<file path="src/rtl/jtag_shift_master.sv">
// ---------------------------------------------------------------------------
// jtag_shift_master
//
// Purpose:
//   Drives a JTAG TAP with commands taken from a valid/ready command port.
//   Each command is either a TMS sequence (type 0) or a data shift (type 1).
//   Up to 32 bits are clocked per command, LSB first. TDO is captured on
//   every TCK rising edge and returned on a valid/ready response port.
//   TCK is generated from clk_i with a half-period of CLK_DIV clk_i cycles.
//
// Parameters:
//   CLK_DIV      TCK half-period in clk_i cycles (legal range 1..255).
//
// Ports:
//   clk_i        sole clock
//   rst_i        asynchronous active-high reset
//   cmd_valid_i  command offered
//   cmd_ready_o  high only in IDLE; command accepted on valid && ready
//   cmd_type_i   0 = TMS sequence, 1 = data shift
//   cmd_len_i    bit count (33..63 are treated as 32, 0 shifts nothing)
//   cmd_data_i   TMS bits (type 0) or TDI bits (type 1), LSB first
//   cmd_exit_i   type 1 only: TMS=1 on the last bit
//   rsp_valid_o  response held (high only in RESP)
//   rsp_ready_i  response consumed on valid && ready
//   rsp_data_o   captured TDO bits, LSB first, bits above len are 0
//   jtag_tck_o   TCK
//   jtag_tms_o   TMS
//   jtag_tdi_o   TDI
//   jtag_tdo_i   TDO from the target TAP
// ---------------------------------------------------------------------------
module jtag_shift_master #(
    parameter int unsigned CLK_DIV = 2
) (
    input  logic        clk_i,
    input  logic        rst_i,
    input  logic        cmd_valid_i,
    output logic        cmd_ready_o,
    input  logic        cmd_type_i,
    input  logic [5:0]  cmd_len_i,
    input  logic [31:0] cmd_data_i,
    input  logic        cmd_exit_i,
    output logic        rsp_valid_o,
    input  logic        rsp_ready_i,
    output logic [31:0] rsp_data_o,
    output logic        jtag_tck_o,
    output logic        jtag_tms_o,
    output logic        jtag_tdi_o,
    input  logic        jtag_tdo_i
);

    typedef enum logic [1:0] {
        S_IDLE,
        S_LOW,
        S_HIGH,
        S_RESP
    } state_t;

    localparam logic [7:0] DIV_LAST = 8'(CLK_DIV - 1);

    state_t      r_state;
    logic        r_cmd_ready;
    logic        r_rsp_valid;
    logic [31:0] r_rsp_data;
    logic        r_tck;
    logic        r_tms;
    logic        r_tdi;

    // Command captured on accept; the input bus is ignored afterwards.
    logic        r_type;
    logic        r_exit;
    logic [5:0]  r_len;
    logic [31:0] r_data;

    // Bit index never exceeds 31 and the divider never exceeds CLK_DIV-1,
    // so neither counter can wrap within a command.
    logic [5:0]  r_bit;
    logic [7:0]  r_div;

    logic [5:0]  w_len_eff;
    logic        w_first_tms;
    logic        w_first_tdi;
    logic        w_div_done;
    logic        w_last_bit;
    logic [5:0]  w_next_bit;
    logic        w_next_data;
    logic        w_next_tms;
    logic        w_next_tdi;

    // Lengths beyond the 32-bit data word are clamped to a full word.
    assign w_len_eff   = (cmd_len_i > 6'd32) ? 6'd32 : cmd_len_i;

    // Pin values for bit 0, taken straight from the command being accepted.
    assign w_first_tms = cmd_type_i ? (cmd_exit_i && (w_len_eff == 6'd1))
                                    : cmd_data_i[0];
    assign w_first_tdi = cmd_type_i & cmd_data_i[0];

    assign w_div_done  = (r_div == DIV_LAST);
    assign w_last_bit  = (r_bit == r_len - 6'd1);

    // Pin values for the following bit, set up while leaving HIGH of bit i.
    assign w_next_bit  = r_bit + 6'd1;
    assign w_next_data = r_data[w_next_bit[4:0]];
    assign w_next_tms  = r_type ? (r_exit && (w_next_bit == r_len - 6'd1))
                                : w_next_data;
    assign w_next_tdi  = r_type & w_next_data;

    // NOTE: every register here is updated with <= so all state changes
    // take effect together at the clock edge, independent of statement order.
    always_ff @(posedge clk_i or posedge rst_i) begin
        if (rst_i) begin
            r_state     <= S_IDLE;
            r_cmd_ready <= 1'b1;
            r_rsp_valid <= 1'b0;
            r_rsp_data  <= '0;
            r_tck       <= 1'b0;
            r_tms       <= 1'b1;
            r_tdi       <= 1'b0;
            r_type      <= 1'b0;
            r_exit      <= 1'b0;
            r_len       <= '0;
            r_data      <= '0;
            r_bit       <= '0;
            r_div       <= '0;
        end else begin
            case (r_state)
                S_IDLE: begin
                    if (cmd_valid_i) begin
                        r_type      <= cmd_type_i;
                        r_exit      <= cmd_exit_i;
                        r_len       <= w_len_eff;
                        r_data      <= cmd_data_i;
                        r_bit       <= '0;
                        r_div       <= '0;
                        r_rsp_data  <= '0;
                        r_cmd_ready <= 1'b0;
                        if (w_len_eff == 6'd0) begin
                            // Nothing to shift: answer immediately, pins untouched.
                            r_state     <= S_RESP;
                            r_rsp_valid <= 1'b1;
                        end else begin
                            r_state <= S_LOW;
                            r_tck   <= 1'b0;
                            r_tms   <= w_first_tms;
                            r_tdi   <= w_first_tdi;
                        end
                    end
                end

                S_LOW: begin
                    if (w_div_done) begin
                        // This edge is the TCK rising edge: capture TDO now.
                        r_div                   <= '0;
                        r_rsp_data[r_bit[4:0]]  <= jtag_tdo_i;
                        r_tck                   <= 1'b1;
                        r_state                 <= S_HIGH;
                    end else begin
                        r_div <= r_div + 8'd1;
                    end
                end

                S_HIGH: begin
                    if (w_div_done) begin
                        r_div <= '0;
                        r_tck <= 1'b0;
                        if (w_last_bit) begin
                            r_state     <= S_RESP;
                            r_rsp_valid <= 1'b1;
                        end else begin
                            r_bit   <= w_next_bit;
                            r_tms   <= w_next_tms;
                            r_tdi   <= w_next_tdi;
                            r_state <= S_LOW;
                        end
                    end else begin
                        r_div <= r_div + 8'd1;
                    end
                end

                S_RESP: begin
                    // cmd_ready stays low through the handshake cycle, so a
                    // new command can only be taken from the following cycle.
                    if (rsp_ready_i) begin
                        r_rsp_valid <= 1'b0;
                        r_cmd_ready <= 1'b1;
                        r_state     <= S_IDLE;
                    end
                end

                default: begin
                    r_state     <= S_IDLE;
                    r_cmd_ready <= 1'b1;
                    r_rsp_valid <= 1'b0;
                    r_tck       <= 1'b0;
                end
            endcase
        end
    end

    assign cmd_ready_o = r_cmd_ready;
    assign rsp_valid_o = r_rsp_valid;
    assign rsp_data_o  = r_rsp_data;
    assign jtag_tck_o  = r_tck;
    assign jtag_tms_o  = r_tms;
    assign jtag_tdi_o  = r_tdi;

endmodule

</file>
<file path="config.mk">
export PLATFORM = sky130hd
export DESIGN_NAME = jtag_shift_master
export DESIGN_NICKNAME = d
export VERILOG_FILES = /design/src/rtl/jtag_shift_master.sv
export SDC_FILE = /design/constraint.sdc
export NUM_CORES = 1
export LEC_CHECK = 0
export CORE_MARGIN = 4
export CORE_UTILIZATION = 54
export CTS_CLUSTER_DIAMETER = 120
export DETAILED_ROUTE_END_ITERATION = 8
export HOLD_SLACK_MARGIN = 0.06
export PLACE_DENSITY = 0.8
export SKIP_CTS_REPAIR_TIMING = 1
export SYNTH_ARGS = -nofsm -noshare
export SYNTH_HDL_FRONTEND = slang
export SYNTH_SLANG_ARGS = --single-unit
</file>
<file path="constraint.sdc">
create_clock -name clk_i -period 4.3 [get_ports clk_i]
set_input_delay 0.86 -clock clk_i [delete_from_list [all_inputs] [get_ports clk_i]]
set_output_delay 0.86 -clock clk_i [all_outputs]
set_load 0.01 [all_outputs]
</file>
==> results of run 1 <==
[power breakdown]
part           internal, mW  total [mW]  switching, mW
sequential            0.874       0.874              0
combinational        0.0391      0.0713         0.0322
clock                 0.329       0.650          0.320
[worst paths after layout]
path                            slack, ns  cells after the start            startpoint                         end
max in group asynchronous            2.38                      3                 rst_i     cmd_ready_o$_DFFE_PP1P_
min in group asynchronous            1.03                      2                 rst_i  rsp_data_o[16]$_DFFE_PP0P_
worst min-delay path                 0.49                      1  r_div[7]$_DFFE_PP0P_        r_div[7]$_DFFE_PP0P_
worst max register to register       1.11                      9  r_bit[0]$_DFFE_PP0P_      jtag_tdi_o$_DFFE_PP0P_
worst max-delay path                 1.11                      9  r_bit[0]$_DFFE_PP0P_      jtag_tdi_o$_DFFE_PP0P_
worst min register to register       0.49                      1  r_div[7]$_DFFE_PP0P_        r_div[7]$_DFFE_PP0P_
[cell usage after synthesis (2+ instances only)]
| cell type | number |
|---|---|
| ha_1 | 11 |
| clkbuf_1 | 16 |
| dfrtp_1 | 91 |
| nor3_1 | 3 |
| o21ai_1 | 2 |
| and3_1 | 7 |
| nand3_1 | 22 |
| nor2b_1 | 2 |
| o21ai_0 | 23 |
| mux2_2 | 40 |
| o311a_1 | 2 |
| a22o_1 | 32 |
| buf_1 | 7 |
| mux2i_1 | 8 |
| inv_1 | 14 |
| and2_1 | 4 |
| dfstp_2 | 2 |
| buf_2 | 5 |
| nand2b_1 | 9 |
| a21oi_1 | 11 |
| nor2_1 | 13 |
| xor2_1 | 7 |
| o21a_1 | 2 |
| nand4_1 | 3 |
| o31ai_1 | 38 |
| xnor2_1 | 9 |
| nand2_1 | 71 |
| xor2_2 | 2 |
| mux4_2 | 8 |
| nor3_2 | 2 |
| a31oi_1 | 2 |
[sequential cells by signal, summed over array words and instances, names as in the netlist, 2 cells and up]
signal and flops:
rsp_data_o 32, r_state 2, r_len 6, r_div 8
r_bit 6, r_data 32
[layer usage]
metal,up-vias,GRT usage (%)
met5,-,0
met4,0,6.092
met3,20,4.632
met2,127,33.18
met1,1946,27.43
li1,1887,-
[kinds of logic after synthesis]
group,count (synthesis),share of synthesized area [%]
buffers and inverters,44,3.589
XOR/XNOR,19,3.712
AO/OA/AOI/OAI,116,16.25
AND/OR/NAND/NOR,142,13.50
adder cells (fa/ha/maj),11,2.704
multiplexers,58,14.48
flip-flops,93,45.77
[layout make-up]
| cell class | instances | area [µm²] | area share (%) |
|---|---|---|---|
| Clock buffer | 9 | 123.9 | 2.006 |
| Clock inverter | 7 | 97.59 | 1.581 |
| Inverter | 14 | 53.80 | 0.8713 |
| Multi-Input combinational cell | 346 | 2582 | 41.82 |
| Sequential cell | 93 | 2330 | 37.73 |
| Tap cell | 111 | 138.9 | 2.249 |
| Timing Repair Buffer | 86 | 848.3 | 13.74 |
[stage by stage]
step | total power [mW] | worst slack, ns | instance area (µm²) | hold slack [ns] | util, %
detailed placement | 0.9641 | 1.079 | 5953 | 0.4760 | 64.73
global placement | 0.9628 | 1.099 | 5953 | 0.4789 | 64.73
global route | 1.646 | 0.8447 | 6175 | 0.5238 | 67.14
CTS | 1.602 | 1.050 | 6175 | 0.4975 | 67.14
floorplan | 0.9122 | 1.023 | 5090 | 0.4577 | -
finish | 1.595 | 1.105 | 6175 | 0.4928 | 67.14
==> summary.txt, run 1 <==
status -> finished clean
largest cells by area after synthesis -> dfrtp_1, mux2_2, o31ai_1, a22o_1, nand2_1
Startpoint Class -> flip-flop
# port buffers -> 81
Post-Route WL -> 11150 µm
CP Cell Sequence -> inv_1 -> ha_1 -> mux4_2 -> mux2i_1 -> mux2_2 -> nor2_1 -> a21oi_1 -> o31ai_1 -> mux2_1
CTS tree -> done
WL per Instance -> 16.74 µm
share of Yosys cell area claimed by the top area cell type -> 44.74%
final hold vios -> 0
max frequency -> 0.3130 GHz
Synth Register Bits -> 93
Setup CP Type -> flip-flop to flip-flop
initial antenna violation count -> 0
GPL Wtd Cong -> 0.8815
Root Buffer -> clkbuf_8
vias in the first global route -> 3826
layout cell share with drive strength beyond 1 -> 15.14%
post-synthesis net count -> 539
total grt overflow -> 0
initial core utilization -> 55.35%
worst-skew pair later-pin latency -> 0.37 ns
DRC viols -> 0
DR pass1 iterations -> 4
placed insts -> 650
total CTS buffers -> 9
Cell Area, Synth -> 0.005090 mm²
setup TNS -> 0 ns
Required @ worst endpoint -> 4.56 ns
max-slew violations -> 0
Arr. time, crit path -> 3.46 ns
wl on met1 -> 4979 µm
Hold WC Path Type -> flip-flop to flip-flop
Global Route Usage Sum -> 20.42%
max_slew headroom -> 27.11%
asr flop ratio synth -> 100.0%
total number of yosys warnings -> 0
1st-iter DRT viols -> 239
Yosys cell types -> 46
Pleak -> 2.725 nW
number of synthesized flops with an enable pin -> 0
largest net degree at the start of global routing -> 63
Synth Instances -> 483
Peak VDD IR -> 0.0001654 V
Die Ht -> 105.1 µm
unrepaired setup endpoints after global routing -> no
Layout Cells excl Fill -> 666
largest fanout on the critical path -> 11
Max Used Layer -> met4
Via density -> 5.976
DIE WIDTH -> 105.1 µm
CP max-delay cell -> ha_1
fin crit period -> 3.195 ns
# setup viols final -> 0
wire length on met2 -> 5417 µm
CP max stage delay -> 0.72 ns
Cell Pwr Density -> 258.3 mW/mm²
crit-path leading delay family -> multiplexers
fin nets -> 606
CTS sink cnt -> 93
P&R area growth vs syn -> 21.31%
first-pass GRT wire length -> 18490 µm
CP Capture Type -> flip-flop
MaxCap Viol Count -> 0
most area-hungry cell type in the Yosys netlist -> dfrtp_1
CTS H-tree depth -> 3
Worst-Margin Slew -> 1.093 ns
Post-DP HPWL -> 7789 µm
Top FF cell, synth -> dfrtp_1
Fillers -> 701
clock skew -> 0.01183 ns
Die ar. -> 0.01104 mm²
Routed Antenna Nets -> 0
site row count -> 35
worst path bufs/invs -> 1
commonest non-fill, non-tap cell in the layout -> dfrtp_1
syn_area_per_cell -> 10.54 µm²
IO Count -> 82
share of the clock period used by the worst path -> 74.29%
most frequent cells in the layout -> dfrtp_1, clkdlybuf4s50_1, nand2_1
Seq/Total Area, Yosys -> 45.77%
clock-pin transition on the worst setup and hold timing paths -> 0.10 ns
vias post-DR -> 3980
Longest Clk Path Bufs -> 2
Antenna Cells -> 0
core area -> 0.009196 mm²
WL met3 -> 562 µm
No activity file was read; power rests on OpenSTA's default activity.
==> inputs of run 2 (changes only) <==
==> constraint.sdc (replaced) <==
create_clock -name clk_i -period 3.3 [get_ports clk_i]
set_input_delay 0.66 -clock clk_i [delete_from_list [all_inputs] [get_ports clk_i]]
set_output_delay 0.66 -clock clk_i [all_outputs]
set_load 0.01 [all_outputs]
==> run 2 against run 1 <==
Effect of this change:
- clock skew grew 0.0065 ns
- non-clock buffer count grew 5
- maximum frequency grew 16%
- combinational power grew 35%
- cell count grew 0.75%
- clock power grew 13%
- design area grew 0.30%
- count of clock-buffer cells in the layout is the same
- largest cell class unchanged
- largest power group unchanged
==> summary.txt, run 2 (synthesis results as in run 1) <==
unrepaired setup endpoints after global routing -> no (unchanged)
CTS H-tree depth -> 3 (unchanged)
flop2flop setup slack -> 0.54 ns (was 1.11 ns)
wl on met1 -> 4950 µm (was 4979 µm)
most frequent cells in the layout -> dfrtp_1, clkdlybuf4s50_1, nand2_1 (unchanged)
Via density -> 5.999 (was 5.976)
setup TNS -> 0 ns (unchanged)
site row count -> 35 (unchanged)
CP Capture Type -> flip-flop (unchanged)
Cell Pwr Density -> 317.7 mW/mm² (was 258.3 mW/mm²)
Root Buffer -> clkbuf_8 (unchanged)
CP max stage delay -> 0.65 ns (was 0.72 ns)
status -> finished clean (unchanged)
initial antenna violation count -> 0 (unchanged)
final hold vios -> 0 (unchanged)
WP depth -> 9 (unchanged)
total CTS buffers -> 9 (unchanged)
CP endpoint -> jtag_tdi_o$_DFFE_PP0P_ (unchanged)
worst path bufs/invs -> 1 (unchanged)
vias post-DR -> 4025 (was 3980)
Setup CP Type -> flip-flop to flip-flop (unchanged)
largest net degree at the start of global routing -> 42 (was 63)
first-pass GRT wire length -> 19210 µm (was 18490 µm)
DR pass1 iterations -> 4 (unchanged)
CTS sink cnt -> 93 (unchanged)
# port buffers -> 81 (unchanged)
clock skew -> 0.01835 ns (was 0.01183 ns)
fin nets -> 611 (was 606)
R2R depth -> 9 (unchanged)
WL per Instance -> 16.94 µm (was 16.74 µm)
Die Ht -> 105.1 µm (unchanged)
Pleak -> 2.743 nW (was 2.725 nW)
share of the clock period used by the worst path -> 83.62% (was 74.29%)
Post-DP HPWL -> 8137 µm (was 7789 µm)
CP max-delay cell -> ha_1 (unchanged)
Worst-Margin Slew -> 0.6806 ns (was 1.093 ns)
Routed Antenna Nets -> 0 (unchanged)
vias in the first global route -> 3952 (was 3826)
pre-CTS setup slack -> 0.5201 ns (was 1.079 ns)
initial core utilization -> 55.35% (unchanged)
max-slew violations -> 0 (unchanged)
CTS tree -> done (unchanged)
# setup viols final -> 0 (unchanged)
Startpoint Class -> flip-flop (unchanged)
core area -> 0.009196 mm² (unchanged)
1st-iter DRT viols -> 147 (was 239)
Final Power -> 1.968 mW (was 1.595 mW)
WL met3 -> 662 µm (was 562 µm)
IO Count -> 82 (unchanged)
CP Cell Sequence -> inv_1 -> ha_1 -> mux4_2 -> mux2i_1 -> mux2_2 -> nor2_1 -> a21oi_1 -> o31ai_1 -> mux2_1 (unchanged)
clock-pin transition on the worst setup and hold timing paths -> 0.10 ns (about the same)
max frequency -> 0.3624 GHz (was 0.3130 GHz)
total grt overflow -> 0 (unchanged)
crit-path leading delay family -> multiplexers (unchanged)
Global Route Usage Sum -> 21.14% (was 20.42%)
Longest Clk Path Bufs -> 2 (unchanged)
Reg area -> 0.002330 mm² (unchanged)
layout cell share with drive strength beyond 1 -> 15.89% (was 15.14%)
Required @ worst endpoint -> 3.56 ns (was 4.56 ns)
largest fanout on the critical path -> 10 (was 11)
R2R Path End -> jtag_tdi_o$_DFFE_PP0P_ (unchanged)
max_slew headroom -> 54.62% (was 27.11%)
worst-skew pair later-pin latency -> 0.37 ns (about the same)
P&R area growth vs syn -> 21.68% (was 21.31%)
MaxCap Viol Count -> 0 (unchanged)
fin crit period -> 2.760 ns (was 3.195 ns)
Antenna Cells -> 0 (unchanged)
Fillers -> 691 (was 701)
reg2reg start -> r_bit[1]$_DFFE_PP0P_ (was r_bit[0]$_DFFE_PP0P_)
Peak VDD IR -> 0.0001783 V (was 0.0001654 V)
Arr. time, crit path -> 3.02 ns (was 3.46 ns)
Hold WC Path Type -> flip-flop to flip-flop (unchanged)
post-route setup slack -> 0.5405 ns (was 1.105 ns)
Post-Route WL -> 11370 µm (was 11150 µm)
GPL Wtd Cong -> 0.8102 (was 0.8815)
wire length on met2 -> 5590 µm (was 5417 µm)
Die ar. -> 0.01104 mm² (unchanged)
Max Used Layer -> met4 (unchanged)
worst setup path start -> r_bit[1]$_DFFE_PP0P_ (was r_bit[0]$_DFFE_PP0P_)
commonest non-fill, non-tap cell in the layout -> dfrtp_1 (unchanged)
DRC viols -> 0 (unchanged)
area of the multi-input gates -> 0.002582 mm² (unchanged)
DIE WIDTH -> 105.1 µm (unchanged)
[run 2: cell count changes in the layout (fill, tap and decap cells not counted), sizes merged]
cell,change
bufinv,-2
clkinvlp,-1
buf,+5
clkinv,+1
inv,+2
[run 2: cell type report]
cell class	count	share of cell area [%]
inverter	14	0.8687
clock inverter	7	1.071
sequential	93	37.62
multi-input combinational	346	41.70
tap	111	2.242
clock buffer	9	2.000
timing repair buffer	91	14.51
[run 2: stage by stage]
stage | hold WS, ns | std cells | utilization, % | instance area [µm²]
final | 0.4932 | 671 | 67.35 | 6193
after floorplan | 0.4577 | 483 | - | 5090
after global placement | 0.4676 | 655 | 65.28 | 6003
after global routing | 0.5270 | 671 | 67.35 | 6193
after CTS | 0.4893 | 671 | 67.35 | 6193
after detailed placement | 0.4759 | 655 | 65.28 | 6003
[run 2: metal layers]
| layer | global-route usage [%] | vias to the layer above |
|---|---|---|
| li1 | - | 1912 |
| met1 | 28.29 | 1988 |
| met2 | 33.78 | 110 |
| met3 | 5.621 | 15 |
| met4 | 6.467 | 0 |
| met5 | 0 | - |
[run 2: tightest hold or removal path, cell delays in order (launching register included)]
cell     delay (ns)
dfstp_2        0.39
nand2_1        0.05
o31ai_1        0.06
[run 2: worst min-delay path by stage]
stage	endpoint	slack, ns	from	cells after the start
CTS	jtag_tms_o$_DFFE_PP1P_	0.49	jtag_tms_o$_DFFE_PP1P_	2
detailed placement	jtag_tms_o$_DFFE_PP1P_	0.48	jtag_tms_o$_DFFE_PP1P_	2
finish	jtag_tms_o$_DFFE_PP1P_	0.49	jtag_tms_o$_DFFE_PP1P_	2
floorplan	r_div[7]$_DFFE_PP0P_	0.46	r_div[7]$_DFFE_PP0P_	1
global placement	jtag_tms_o$_DFFE_PP1P_	0.47	jtag_tms_o$_DFFE_PP1P_	2
global route	jtag_tms_o$_DFFE_PP1P_	0.53	jtag_tms_o$_DFFE_PP1P_	2
[run 2: report_power, final]
group / leakage (nW) / internal (mW) / total (mW) / switching (mW)
Clock: 0.0949 / 0.291 / 0.733 / 0.442
Sequential: 1.26 / 1.14 / 1.14 / 0
Combinational: 1.39 / 0.0534 / 0.0960 / 0.0426
Total: 2.74 / 1.48 / 1.97 / 0.485
